<file path="config.mk">
export PLATFORM = sky130hd
export DESIGN_NAME = universal_shift_reg
export DESIGN_NICKNAME = d
export VERILOG_FILES = /design/src/rtl/universal_shift_reg.sv
export SDC_FILE = /design/constraint.sdc
export NUM_CORES = 1
export LEC_CHECK = 0
export ABC_AREA = 0
export CAP_MARGIN = 25
export CORE_AREA = 4 4 41 43
export DETAILED_ROUTE_END_ITERATION = 8
export DIE_AREA = 0 0 45 47
export PLACE_DENSITY = 0.61
export SYNTH_ARGS = -nofsm -noshare
export SYNTH_HDL_FRONTEND = slang
export SYNTH_SLANG_ARGS = --single-unit
</file>
<file path="constraint.sdc">
create_clock -name Clk -period 1.6 [get_ports Clk]
set_input_delay 0.16 -clock Clk [delete_from_list [all_inputs] [get_ports Clk]]
set_output_delay 0.16 -clock Clk [all_outputs]
set_load 0.005 [all_outputs]
</file>
<file path="src/rtl/universal_shift_reg.sv">
// universal_shift_reg: WIDTH-bit hold/shift/load/rotate/clear register (Clk, Reset, En, S, SIR, SIL, I -> Q, Zero)
module universal_shift_reg #(
  parameter int WIDTH = 4,
  parameter logic [WIDTH-1:0] RESET_VALUE = '0
) (
  input  logic             Clk,
  input  logic             Reset,
  input  logic             En,
  input  logic [2:0]       S,
  input  logic             SIR,
  input  logic             SIL,
  input  logic [WIDTH-1:0] I,
  output logic [WIDTH-1:0] Q,
  output logic             Zero
);
  logic [WIDTH-1:0] d;
  always_comb begin
    d = S == 3'b001 ? {SIR, Q[WIDTH-1:1]} :
        S == 3'b010 ? {Q[WIDTH-2:0], SIL} :
        S == 3'b011 ? I :
        S == 3'b100 ? {Q[0], Q[WIDTH-1:1]} :
        S == 3'b101 ? {Q[WIDTH-2:0], Q[WIDTH-1]} :
        S == 3'b110 ? RESET_VALUE : Q;
  end
  always_ff @(posedge Clk) Q <= Reset ? RESET_VALUE : En ? d : Q;
  assign Zero = ~|Q;
endmodule

</file>
==> flow_summary.html, run 1 <==
<table>
<tr><th>Metric</th><th>Value</th></tr>
<tr><th colspan="2">Final layout</th></tr>
<tr><td>Fraction of layout instances using a drive strength above 1</td><td>0.2188</td></tr>
<tr><td>Ant diodes</td><td>0</td></tr>
<tr><td>Top flop regs</td><td>Q (4)</td></tr>
<tr><td>Area taken by multi-input logic gates</td><td>270.3 um^2</td></tr>
<tr><td>Post-layout instance count excluding filler cells</td><td>79</td></tr>
<tr><td>Fill cell instance count of the final layout</td><td>131</td></tr>
<tr><td>Number of flip-flops under the largest register name</td><td>4</td></tr>
<tr><td>Count of nets after finishing</td><td>78</td></tr>
<tr><td>Most flops, register</td><td>Q</td></tr>
<tr><td>Layout area overhead</td><td>64.41%</td></tr>
<tr><td>Area occupied by registers</td><td>80.08 um^2</td></tr>
<tr><th colspan="2">STA</th></tr>
<tr><td>Slew of the pin with the lowest slew margin</td><td>341.7 ps</td></tr>
<tr><td>Max Transition Viols Final</td><td>0</td></tr>
<tr><td>Shortest clock period the worst path allows after layout</td><td>1426 ps</td></tr>
<tr><td>Final setup vio count</td><td>0</td></tr>
<tr><td>Clock tree skew after final layout</td><td>1.814 ps</td></tr>
<tr><td>Highest clock rate</td><td>0.7011 GHz</td></tr>
<tr><td>Slew margin rel.</td><td>0.7715</td></tr>
<tr><td>Final hold vios</td><td>0</td></tr>
<tr><td>Part of the cycle the worst path needs</td><td>0.8914</td></tr>
<tr><td>Setup repair after global routing missed its margin</td><td>false</td></tr>
<tr><th colspan="2">Routing</th></tr>
<tr><td>Detailed-route wire length on metal 1</td><td>490 um</td></tr>
<tr><td>Drt wl/cell</td><td>13.75 um</td></tr>
<tr><td>Antenna Nets Post-Route</td><td>0</td></tr>
<tr><td>DR vias/cell</td><td>5.570</td></tr>
<tr><td>Amount of wire on met3 after detailed routing</td><td>86 um</td></tr>
<tr><td>DRT Pass-1 Iters</td><td>4</td></tr>
<tr><td>Top metal layer carrying routed signals</td><td>met4</td></tr>
<tr><td>Wire length on met2</td><td>482 um</td></tr>
<tr><td>Count of vias placed by the detailed router</td><td>440</td></tr>
<tr><td>DRC violation count after routing</td><td>0</td></tr>
<tr><td>Final routed wirelength across all metal layers</td><td>1.086 mm</td></tr>
<tr><td>1st-iter DRT viols</td><td>15</td></tr>
<tr><th colspan="2">Critical path</th></tr>
<tr><td>Critical path data arrival time</td><td>1560 ps</td></tr>
<tr><td>Class of the most critical setup path</td><td>input port to flip-flop</td></tr>
<tr><td>Slowest stage cell, crit path</td><td>clkdlybuf4s50_1</td></tr>
<tr><td>Launching element type of the critical path</td><td>input port</td></tr>
<tr><td>Ordered list of cells on the worst path</td><td>clkdlybuf4s50_1, nand2b_1, o21ai_2, a222oi_1, o41ai_1</td></tr>
<tr><td>Top Family by Delay on Critical Path</td><td>compound AO/OA/AOI/OAI gates</td></tr>
<tr><td>Critical path peak fanout</td><td>9</td></tr>
<tr><td>Data required time of the worst path</td><td>1730 ps</td></tr>
<tr><td>Number of buffers and inverters on the critical path</td><td>1</td></tr>
<tr><td>Largest incremental delay on the critical path</td><td>580 ps</td></tr>
<tr><td>Crit end category</td><td>flip-flop</td></tr>
<tr><th colspan="2">Synth</th></tr>
<tr><td>Synthesized area divided by synthesized cell count</td><td>9.228 um^2</td></tr>
<tr><td>Library cells used by synthesis</td><td>23</td></tr>
<tr><td>Top FF cell, synth</td><td>dfxtp_1</td></tr>
<tr><td>Number of warning messages in the yosys log</td><td>0</td></tr>
<tr><td>Mapped Cells</td><td>40</td></tr>
<tr><td>Count of flip-flops with a built-in enable after synthesis</td><td>0</td></tr>
<tr><td>Sequential fraction of the synthesis area</td><td>0.2169</td></tr>
<tr><td>Area share of the leading cell type in the synthesized netlist</td><td>0.2169</td></tr>
<tr><td>Ranking of synthesized cells by area</td><td>dfxtp_1, nand3b_1, a222oi_1, o41ai_1, nand2b_1</td></tr>
<tr><td>Commonest cells in the synthesized netlist</td><td>nand3b_1, dfxtp_1, nand2b_1</td></tr>
<tr><td>Synth area leader</td><td>dfxtp_1</td></tr>
<tr><td>Fraction of synthesis flops using an asynchronous set or reset pin</td><td>0</td></tr>
<tr><td>Number of flip-flops and latches in the synthesized netlist</td><td>4</td></tr>
<tr><td>Most frequent cell after synthesis</td><td>nand3b_1</td></tr>
<tr><td>Net count of the mapped netlist</td><td>52</td></tr>
<tr><td>Cell Area, Synth</td><td>369.1 um^2</td></tr>
<tr><th colspan="2">GRT</th></tr>
<tr><td>Number of global-route vias before repair</td><td>408</td></tr>
<tr><td>Global-route wire length before repair</td><td>1.759 mm</td></tr>
<tr><td>Pin count of the biggest net entering global routing</td><td>10</td></tr>
<tr><td>Overall track demand over capacity in global routing</td><td>0.1178</td></tr>
<tr><td>Total grt overflow</td><td>0</td></tr>
<tr><td>Number of antenna violations at the first check in global routing</td><td>0</td></tr>
<tr><th colspan="2">Pwr</th></tr>
<tr><td>Power consumption</td><td>352.0 uW</td></tr>
<tr><td>Reported leakage power</td><td>0.0002251 uW</td></tr>
<tr><td>Power Density</td><td>580.1 nW/um^2</td></tr>
<tr><td>Maximum ir drop on the vdd rail</td><td>0.2682 mV</td></tr>
<tr><th colspan="2">Clock tree</th></tr>
<tr><td>H-tree levels</td><td>1</td></tr>
<tr><td>Total clock buffers created by CTS</td><td>3</td></tr>
<tr><td>Number of buffers added to fix hold violations after cts</td><td>0</td></tr>
<tr><td>Clock sink total</td><td>4</td></tr>
<tr><td>Maximum clock insertion buffer count</td><td>2</td></tr>
<tr><td>CTS tree</td><td>yes</td></tr>
<tr><td>Root Driver</td><td>clkbuf_4</td></tr>
<tr><td>Clock-pin slew of the registers on the worst-case setup and hold paths</td><td>40 ps</td></tr>
<tr><td>Clock latency at the later pin of the worst-skew pair</td><td>240 ps</td></tr>
<tr><th colspan="2">Worst hold path</th></tr>
<tr><td>Class of the tightest hold or removal check</td><td>input port to flip-flop</td></tr>
<tr><th colspan="2">Placement</th></tr>
<tr><td>Number of instances in the placed design</td><td>76</td></tr>
<tr><td>GP Congestion</td><td>0.7577</td></tr>
<tr><td>Number of port buffers</td><td>16</td></tr>
<tr><td>Post-detailed-placement half-perimeter wirelength</td><td>792.6 um</td></tr>
<tr><th colspan="2">Run status</th></tr>
<tr><td>Run status</td><td>finished, final reports clean</td></tr>
<tr><th colspan="2">Floorplanning</th></tr>
<tr><td>Die Wd</td><td>45 um</td></tr>
<tr><td>Placement Rows</td><td>13</td></tr>
<tr><td>DIE AREA</td><td>2115 um^2</td></tr>
<tr><td>Vertical extent of the die</td><td>47 um</td></tr>
<tr><td>Total core area</td><td>1301 um^2</td></tr>
<tr><td>IO Pins</td><td>17</td></tr>
<tr><td>Effective utilization at floorplan</td><td>0.2837</td></tr>
<tr><th colspan="2">Run</th></tr>
<tr><td>Number of max-cap violations</td><td>0</td></tr>
</table>
routing by layer:
layer,vias to the layer above,GRT usage
met4,0,0.07018
met3,3,0.03448
met2,20,0.1723
met5,-,0
li1,216,-
met1,201,0.1526
where the power goes:
| part | internal (uW) | switching [uW] | total, uW | leakage (uW) |
|---|---|---|---|---|
| sequential | 104 | 6.89 | 111 | 0.0000325 |
| clock | 84.2 | 46.4 | 131 | 0.0000138 |
| combinational | 67.4 | 42.8 | 110 | 0.000179 |
logic make-up (layout without fill, tap and decap cells):
group,Yosys count,in the layout,share of synthesized area
AOI/OAI and AO/OA,11,11,0.2780
buffers and inverters,2,26,0.05085
DFF,4,4,0.2170
muxes,1,1,0.02712
and+or+nand+nor,22,22,0.4271
metrics by stage:
step	hold WS, ps	util	cell area, um^2	TNS [ps]	setup slack [ps]
2_1_floorplan	264.2	-	369.1	0	535.6
3_3_place_gp	546.2	0.4471	581.8	-180.1	-81.81
3_5_place_dp	557.3	0.4471	581.8	-90.45	-50.50
4_1_cts	555.1	0.4644	604.3	0	18.28
5_1_grt	584.6	0.4663	606.8	0	60.36
6_report	559.6	0.4663	606.8	0	173.7
cell usage in the layout, fill, tap and decap left out, types with 2 or more instances in the layout:
master,count
nand3b_1,5
nand2b_1,4
or2b_1,2
clkbuf_4,3
clkdlybuf4s50_1,15
o41ai_1,3
buf_4,7
a222oi_1,3
dfxtp_1,4
nor3_1,3
layout make-up:
class,count,area share
tap,15,0.03093
sequential,4,0.1320
clock buffer,3,0.03711
multi-input combinational,34,0.4454
timing repair buffer,23,0.3546
worst register-to-register path, stage by stage (launching register included):
cell	delay [ps]
dfxtp_1	430
mux2i_1	110
nor3b_1	180
a311oi_1	80
o41ai_1	310
timing repair:
item | 4_1_cts | 5_1_grt
endpoints found under the setup margin | 0 | 1
buffers inserted | 0 | 0
resized for setup | 0 | 1
endpoints found under the hold margin | 0 | 0
path summary, 6_finish.rpt:
kind	from	end	slack (ps)	cells past startpoint
hold / removal	En	Q[0]	560	3
setup reg to reg	Q[3]	Q[0]	380	4
hold reg to reg	Q[2]	Q[2]	580	2
setup / recovery	S[0]	Q[3]	170	5
Note: power is estimated with default switching activity, not from simulation.
==> inputs of run 2 (changes only) <==
- CTS_BUF_LIST: default -> sky130_fd_sc_hd__clkbuf_8
- GPL_TIMING_DRIVEN: default -> 0
==> flow_summary.html, run 2 (synthesis gave the netlist of run 1 again) <==
<table>
<tr><th>Metric</th><th>Value</th></tr>
<tr><th colspan="2">GRT</th></tr>
<tr><td>Global-route wire length before repair</td><td>1.704 mm</td></tr>
<tr><td>Pin count of the biggest net entering global routing</td><td>11</td></tr>
<tr><td>Number of global-route vias before repair</td><td>402</td></tr>
<tr><td>Total grt overflow</td><td>0</td></tr>
<tr><td>Number of antenna violations at the first check in global routing</td><td>0</td></tr>
<tr><td>Overall track demand over capacity in global routing</td><td>0.1112</td></tr>
<tr><th colspan="2">Clock tree</th></tr>
<tr><td>Clock latency at the later pin of the worst-skew pair</td><td>220 ps</td></tr>
<tr><td>CTS tree</td><td>yes</td></tr>
<tr><td>Clock sink total</td><td>4</td></tr>
<tr><td>Maximum clock insertion buffer count</td><td>2</td></tr>
<tr><td>Total clock buffers created by CTS</td><td>3</td></tr>
<tr><td>Post-CTS Setup Bufs</td><td>0</td></tr>
<tr><td>H-tree levels</td><td>1</td></tr>
<tr><td>Clock-pin slew of the registers on the worst-case setup and hold paths</td><td>30 ps</td></tr>
<tr><td>Root Driver</td><td>clkbuf_8</td></tr>
<tr><th colspan="2">Floorplanning</th></tr>
<tr><td>Effective utilization at floorplan</td><td>0.2837</td></tr>
<tr><td>DIE AREA</td><td>2115 um^2</td></tr>
<tr><td>Die Wd</td><td>45 um</td></tr>
<tr><td>Total core area</td><td>1301 um^2</td></tr>
<tr><td>Placement Rows</td><td>13</td></tr>
<tr><td>Vertical extent of the die</td><td>47 um</td></tr>
<tr><td>IO Pins</td><td>17</td></tr>
<tr><th colspan="2">STA</th></tr>
<tr><td>Shortest clock period the worst path allows after layout</td><td>1536 ps</td></tr>
<tr><td>Smallest hold slack</td><td>425.1 ps</td></tr>
<tr><td>Final setup vio count</td><td>0</td></tr>
<tr><td>Slew of the pin with the lowest slew margin</td><td>313.7 ps</td></tr>
<tr><td>Highest clock rate</td><td>0.6511 GHz</td></tr>
<tr><td>Slew margin rel.</td><td>0.7881</td></tr>
<tr><td>Final hold vios</td><td>0</td></tr>
<tr><td>Setup repair after global routing missed its margin</td><td>false</td></tr>
<tr><td>Clock tree skew after final layout</td><td>0.8446 ps</td></tr>
<tr><td>Max Transition Viols Final</td><td>0</td></tr>
<tr><td>Part of the cycle the worst path needs</td><td>0.9600</td></tr>
<tr><th colspan="2">Critical path</th></tr>
<tr><td>Critical Path Source</td><td>Q[2]</td></tr>
<tr><td>Data required time of the worst path</td><td>1440 ps</td></tr>
<tr><td>Launching element type of the critical path</td><td>flip-flop</td></tr>
<tr><td>Largest incremental delay on the critical path</td><td>540 ps</td></tr>
<tr><td>Critical path data arrival time</td><td>1380 ps</td></tr>
<tr><td>Crit end category</td><td>output port</td></tr>
<tr><td>Slowest stage cell, crit path</td><td>clkdlybuf4s50_1</td></tr>
<tr><td>Ordered list of cells on the worst path</td><td>nor4_2, clkdlybuf4s50_1</td></tr>
<tr><td>Worst-case register-to-register setup slack</td><td>340 ps</td></tr>
<tr><td>Endpoint of the most critical register-to-register path</td><td>Q[0]</td></tr>
<tr><td>Launch instance of the worst register-to-register path</td><td>Q[3]</td></tr>
<tr><td>Critical path peak fanout</td><td>6</td></tr>
<tr><td>Worst Reg2Reg Path Length in Cells</td><td>4</td></tr>
<tr><td>Class of the most critical setup path</td><td>flip-flop to output port</td></tr>
<tr><th colspan="2">Routing</th></tr>
<tr><td>Count of vias placed by the detailed router</td><td>417</td></tr>
<tr><td>Drt wl/cell</td><td>13.96 um</td></tr>
<tr><td>DRC violation count after routing</td><td>0</td></tr>
<tr><td>1st-iter DRT viols</td><td>10</td></tr>
<tr><td>Final routed wirelength across all metal layers</td><td>1.019 mm</td></tr>
<tr><td>Antenna Nets Post-Route</td><td>0</td></tr>
<tr><td>DR vias/cell</td><td>5.712</td></tr>
<tr><td>DRT Pass-1 Iters</td><td>4</td></tr>
<tr><th colspan="2">Worst hold path</th></tr>
<tr><td>Hold_sp</td><td>S[0]</td></tr>
<tr><td>Worst min-delay path endpoint</td><td>Q[0]</td></tr>
<tr><td>Class of the tightest hold or removal check</td><td>input port to flip-flop</td></tr>
<tr><td>Cell depth of the worst min-delay path</td><td>4</td></tr>
<tr><th colspan="2">Final layout</th></tr>
<tr><td>Commonest non-fill, non-tap cell in the layout</td><td>clkdlybuf4s50_1</td></tr>
<tr><td>Fill cell instance count of the final layout</td><td>142</td></tr>
<tr><td>Top flop regs</td><td>Q (4)</td></tr>
<tr><td>Fraction of layout instances using a drive strength above 1</td><td>0.1724</td></tr>
<tr><td>Count of nets after finishing</td><td>72</td></tr>
<tr><td>Layout area overhead</td><td>58.64%</td></tr>
<tr><td>Leading cell types in the layout, fill and taps excluded</td><td>clkdlybuf4s50_1, nand3b_1, dfxtp_1, nand2b_1</td></tr>
<tr><td>Ant diodes</td><td>0</td></tr>
<tr><td>Number of flip-flops under the largest register name</td><td>4</td></tr>
<tr><td>Most flops, register</td><td>Q</td></tr>
<tr><th colspan="2">Pwr</th></tr>
<tr><td>Proportion of power drawn by combinational gates</td><td>0.241</td></tr>
<tr><td>Reported leakage power</td><td>0.0002050 uW</td></tr>
<tr><td>Fraction of power spent switching nets</td><td>0.2339</td></tr>
<tr><td>Psw</td><td>99.54 uW</td></tr>
<tr><td>Power consumption</td><td>425.6 uW</td></tr>
<tr><td>Sequential cell fraction of total power</td><td>0.262</td></tr>
<tr><td>Power Density</td><td>726.9 nW/um^2</td></tr>
<tr><td>Internal power consumption</td><td>326.1 uW</td></tr>
<tr><td>Maximum ir drop on the vdd rail</td><td>0.3672 mV</td></tr>
<tr><td>Clock Power Share</td><td>0.497</td></tr>
<tr><th colspan="2">Run</th></tr>
<tr><td>Number of max-cap violations</td><td>0</td></tr>
<tr><th colspan="2">Placement</th></tr>
<tr><td>Number of port buffers</td><td>15</td></tr>
<tr><td>GP Congestion</td><td>0.7063</td></tr>
<tr><td>Post-detailed-placement half-perimeter wirelength</td><td>727.3 um</td></tr>
<tr><th colspan="2">Run status</th></tr>
<tr><td>Run status</td><td>finished, final reports clean</td></tr>
</table>
-- run 2: cell types whose count changed in the layout (fill, tap and decap cells not counted) --
cell	change
nor4_2	+1
clkbuf_8	+3
dlymetal6s2s_1	-1
clkbuf_4	-3
nor4_1	-1
buf_4	-6
buf_6	+1
-- run 2: how the worst max path moves through the flow --
stage	endpoint	slack (ps)	cells after the start
after global routing	Zero	4	2
after floorplan	Q[0]	540	4
final	Zero	60	2
after global placement	Q[1]	-50	4
after CTS	Zero	40	2
after detailed placement	Q[3]	-50	4
-- run 2: what timing repair did --
item                                    4_1_cts  5_1_grt
endpoints found under the hold margin         0        0
hold buffers                                  0        0
endpoints found under the setup margin        0        1
gates resized for setup                       0        1
-- run 2: power by group through the flow --
stage               Combinational (uW)  Clock, uW  Sequential (uW)
floorplan                         48.9          0              111
global placement                   101          0              113
detailed placement                 101          0              113
CTS                                102        216              111
global route                       112        225              113
finish                             102        212              112
-- run 2: metal layers --
layer  part of all wire  global-route usage  up-vias
met5                  0                   0        -
met4              0.019             0.07018        0
met2               0.43              0.1610       14
met3              0.063             0.03448        3
li1                   -                   -      204
met1               0.49              0.1425      196
-- run 2: area by class of cell --
cell class              count  area (um^2)  share of cell area
multi-input cells          34        276.5              0.4722
flip-flops and latches      4        80.08              0.1368
clock buffers               3        41.29             0.07051
repair buffers             15        150.1              0.2564
well taps                  15        18.77             0.03205
plain buffers               2        18.77             0.03205
-- run 2: per-stage QoR --
step,setup slack (ps),setup TNS (ps),cells,cell area (um^2),utilization
floorplan,535.6,0,40,369.1,-
global placement,-51.16,-167.2,70,538.0,0.4135
detailed placement,-49.51,-130.7,70,538.0,0.4135
CTS,41.08,0,73,579.3,0.4452
global route,3.904,0,73,585.6,0.4500
finish,64.06,0,73,585.6,0.4500
-- run 2: critical path, delay by kind of cell (launching register included) --
kind,cells,cell delay (ps)
buf+inv,1,540
simple gates,1,280
flops,1,350
==> RTL edit, RTL diff (settings of run 2) <==
`WIDTH`: 4 -> 3.
--- a/src/rtl/universal_shift_reg.sv
+++ b/src/rtl/universal_shift_reg.sv
@@ -1,6 +1,6 @@
 // universal_shift_reg: WIDTH-bit hold/shift/load/rotate/clear register (Clk, Reset, En, S, SIR, SIL, I -> Q, Zero)
 module universal_shift_reg #(
-  parameter int WIDTH = 4,
+  parameter int WIDTH = 3,
   parameter logic [WIDTH-1:0] RESET_VALUE = '0
 ) (
   input  logic             Clk,
Ports: changed (resized I and Q); port bits go from 17 to 15. No check against the original RTL was run, so the function may have changed too.
==> RTL edit against run 2 <==
Area after synthesis shrank 17%. Final cell count shrank 9.6%. Hold slack lost 0.12 ns. Sequential cell count shrank 1. Fmax grew 7.4%. Global-route usage shrank 3.0 points. Sequential share of layout area shrank 1.7 points. Worst setup slack gained 0.11 ns. Wire length shrank 28%. Cell area shrank 15%. Power shrank 11%. Highest routed layer unchanged.
==> RTL edit: results <==
metrics = {
    "placed_design": {
        "placed_cells_incl_taps": 62,
        "gp_congestion": 0.763,
        "port_buffers": 13,
        "place.detailed.hpwl_um": 554,
    },
    "global_route": {
        "grt_usage": 0.0812,
        "grt_first_pass_wirelength_mm": 1.18,
        "grt_antenna_before_repair": 0,
        "vias_in_the_first_global_route": 286,
        "grt_start_max_net_pins": 11,
    },
    "hold_path": {
        "hold_removal_path_class": "in -> reg",
        "hold_path_depth": 3,
        "worstHoldStart": "S[2]",
    },
    "clock_tree": {
        "cts-root-to-sink-buffers": 2,
        "cts_buffers": 3,
        "post_cts.repair.setup_buffers": 0,
        "cts.sinks": 3,
    },
    "synth": {
        "ys_seq_area_frac": 0.196,
        "yosys.cell_types.count": 19,
        "synth.net_count": 45,
        "netlist_top_cells_area": "sky130_fd_sc_hd__dfxtp_1 (20%), sky130_fd_sc_hd__buf_6 (11%), sky130_fd_sc_hd__a211oi_1 (7.3%)",
        "synth.avg_cell_area_um2": 9.02,
    },
    "power": {
        "max-vdd-ir-drop_uv": 173,
        "leakage_uw": 0.000171,
    },
    "route": {
        "post_drt_via_cell_ratio": 5.06,
        "first_drt_iteration_drcs": 4,
        "route.detailed.wl_per_inst_um": 11.1,
        "postRouteWirelength_um": 732,
    },
    "run": {
        "cap_violations": 0,
    },
    "finish": {
        "post_route_cells_drive_above_1_share": 0.176,
        "reg_top3": "Q x3",
        "finalNetCount": 63,
    },
    "timing": {
        "worst_slew_margin_rel": 0.798,
        "worst_clock_skew_ns": 0.00126,
    },
    "status": {
        "run_status": "completed",
    },
    "worst_setup_path": {
        "setup.reg_to_reg.worst_slack_ns": 0.53,
        "cp.arrival_ns": 1.27,
        "r2r-start": "Q[2]",
    },
}
## RTL edit: changes by cell type after synthesis, sizes merged, moves of 2 or more
cell,run 2,this run
nand2,1,3
o31ai,0,3
nand3b,5,2
nor3,3,1
o41ai,4,0
a211oi,1,3
## RTL edit: kinds of logic (layout without fill, tap and decap cells)
family                 after synthesis  count (layout)  synth area share
AND/OR/NAND/NOR                     15              15             0.318
AO/OA/AOI/OAI                       12              12             0.343
flip-flops                           3               3             0.196
buffers and inverters                3              20             0.110
multiplexers                         1               1            0.0327
## RTL edit: worst max-delay path by stage
| stage | start | end | slack [ns] | depth (start not counted) |
|---|---|---|---|---|
| floorplan | S[2] | Q[1] | 0.57 | 5 |
| global placement | S[1] | Q[1] | 0.06 | 6 |
| detailed placement | S[1] | Q[2] | 0.05 | 6 |
| CTS | Q[1] | Zero | 0.16 | 2 |
| global route | Q[1] | Zero | 0.07 | 2 |
| finish | Q[1] | Zero | 0.17 | 2 |
## RTL edit: layout make-up
class | count | area, um2
Fill cell | 144 | 801
Multi-Input combinational cell | 28 | 213
Timing Repair Buffer | 13 | 130
Sequential cell | 3 | 60.1
Clock buffer | 3 | 41.3
Buffer | 3 | 33.8
Tap cell | 15 | 18.8
Clock inverter | 1 | 3.75
## RTL edit: power breakdown
part	switching (uW)	internal, uW	leakage [uW]
registers	4.44	78.4	0.0000244
logic	31.4	53.9	0.000119
clock network	46.6	163	0.0000269
total	82.5	295	0.000171
## RTL edit: metal layers
layer / global-route usage / routed length (um) / up-vias
met5: 0 / 0 / -
met4: 0.0877 / 10 / 0
met3: 0.0230 / 57 / 2
met2: 0.116 / 335 / 10
met1: 0.0926 / 329 / 151
li1: - / - / 171
## RTL edit: worst max-delay path, stage by stage (launching register included)
cell and delay (ns):
sky130_fd_sc_hd__dfxtp_1 0.35, sky130_fd_sc_hd__nor3_1 0.19, sky130_fd_sc_hd__clkdlybuf4s50_1 0.52
## RTL edit: per-stage QoR
stage                     worst slack (ns)  hold slack [ns]  cell area, um2
final                                0.170            0.302             500
after global placement              0.0555            0.505             455
after global routing                0.0707            0.320             500
after CTS                            0.161            0.295             500
after detailed placement            0.0528            0.505             455
after floorplan                      0.569            0.335             307
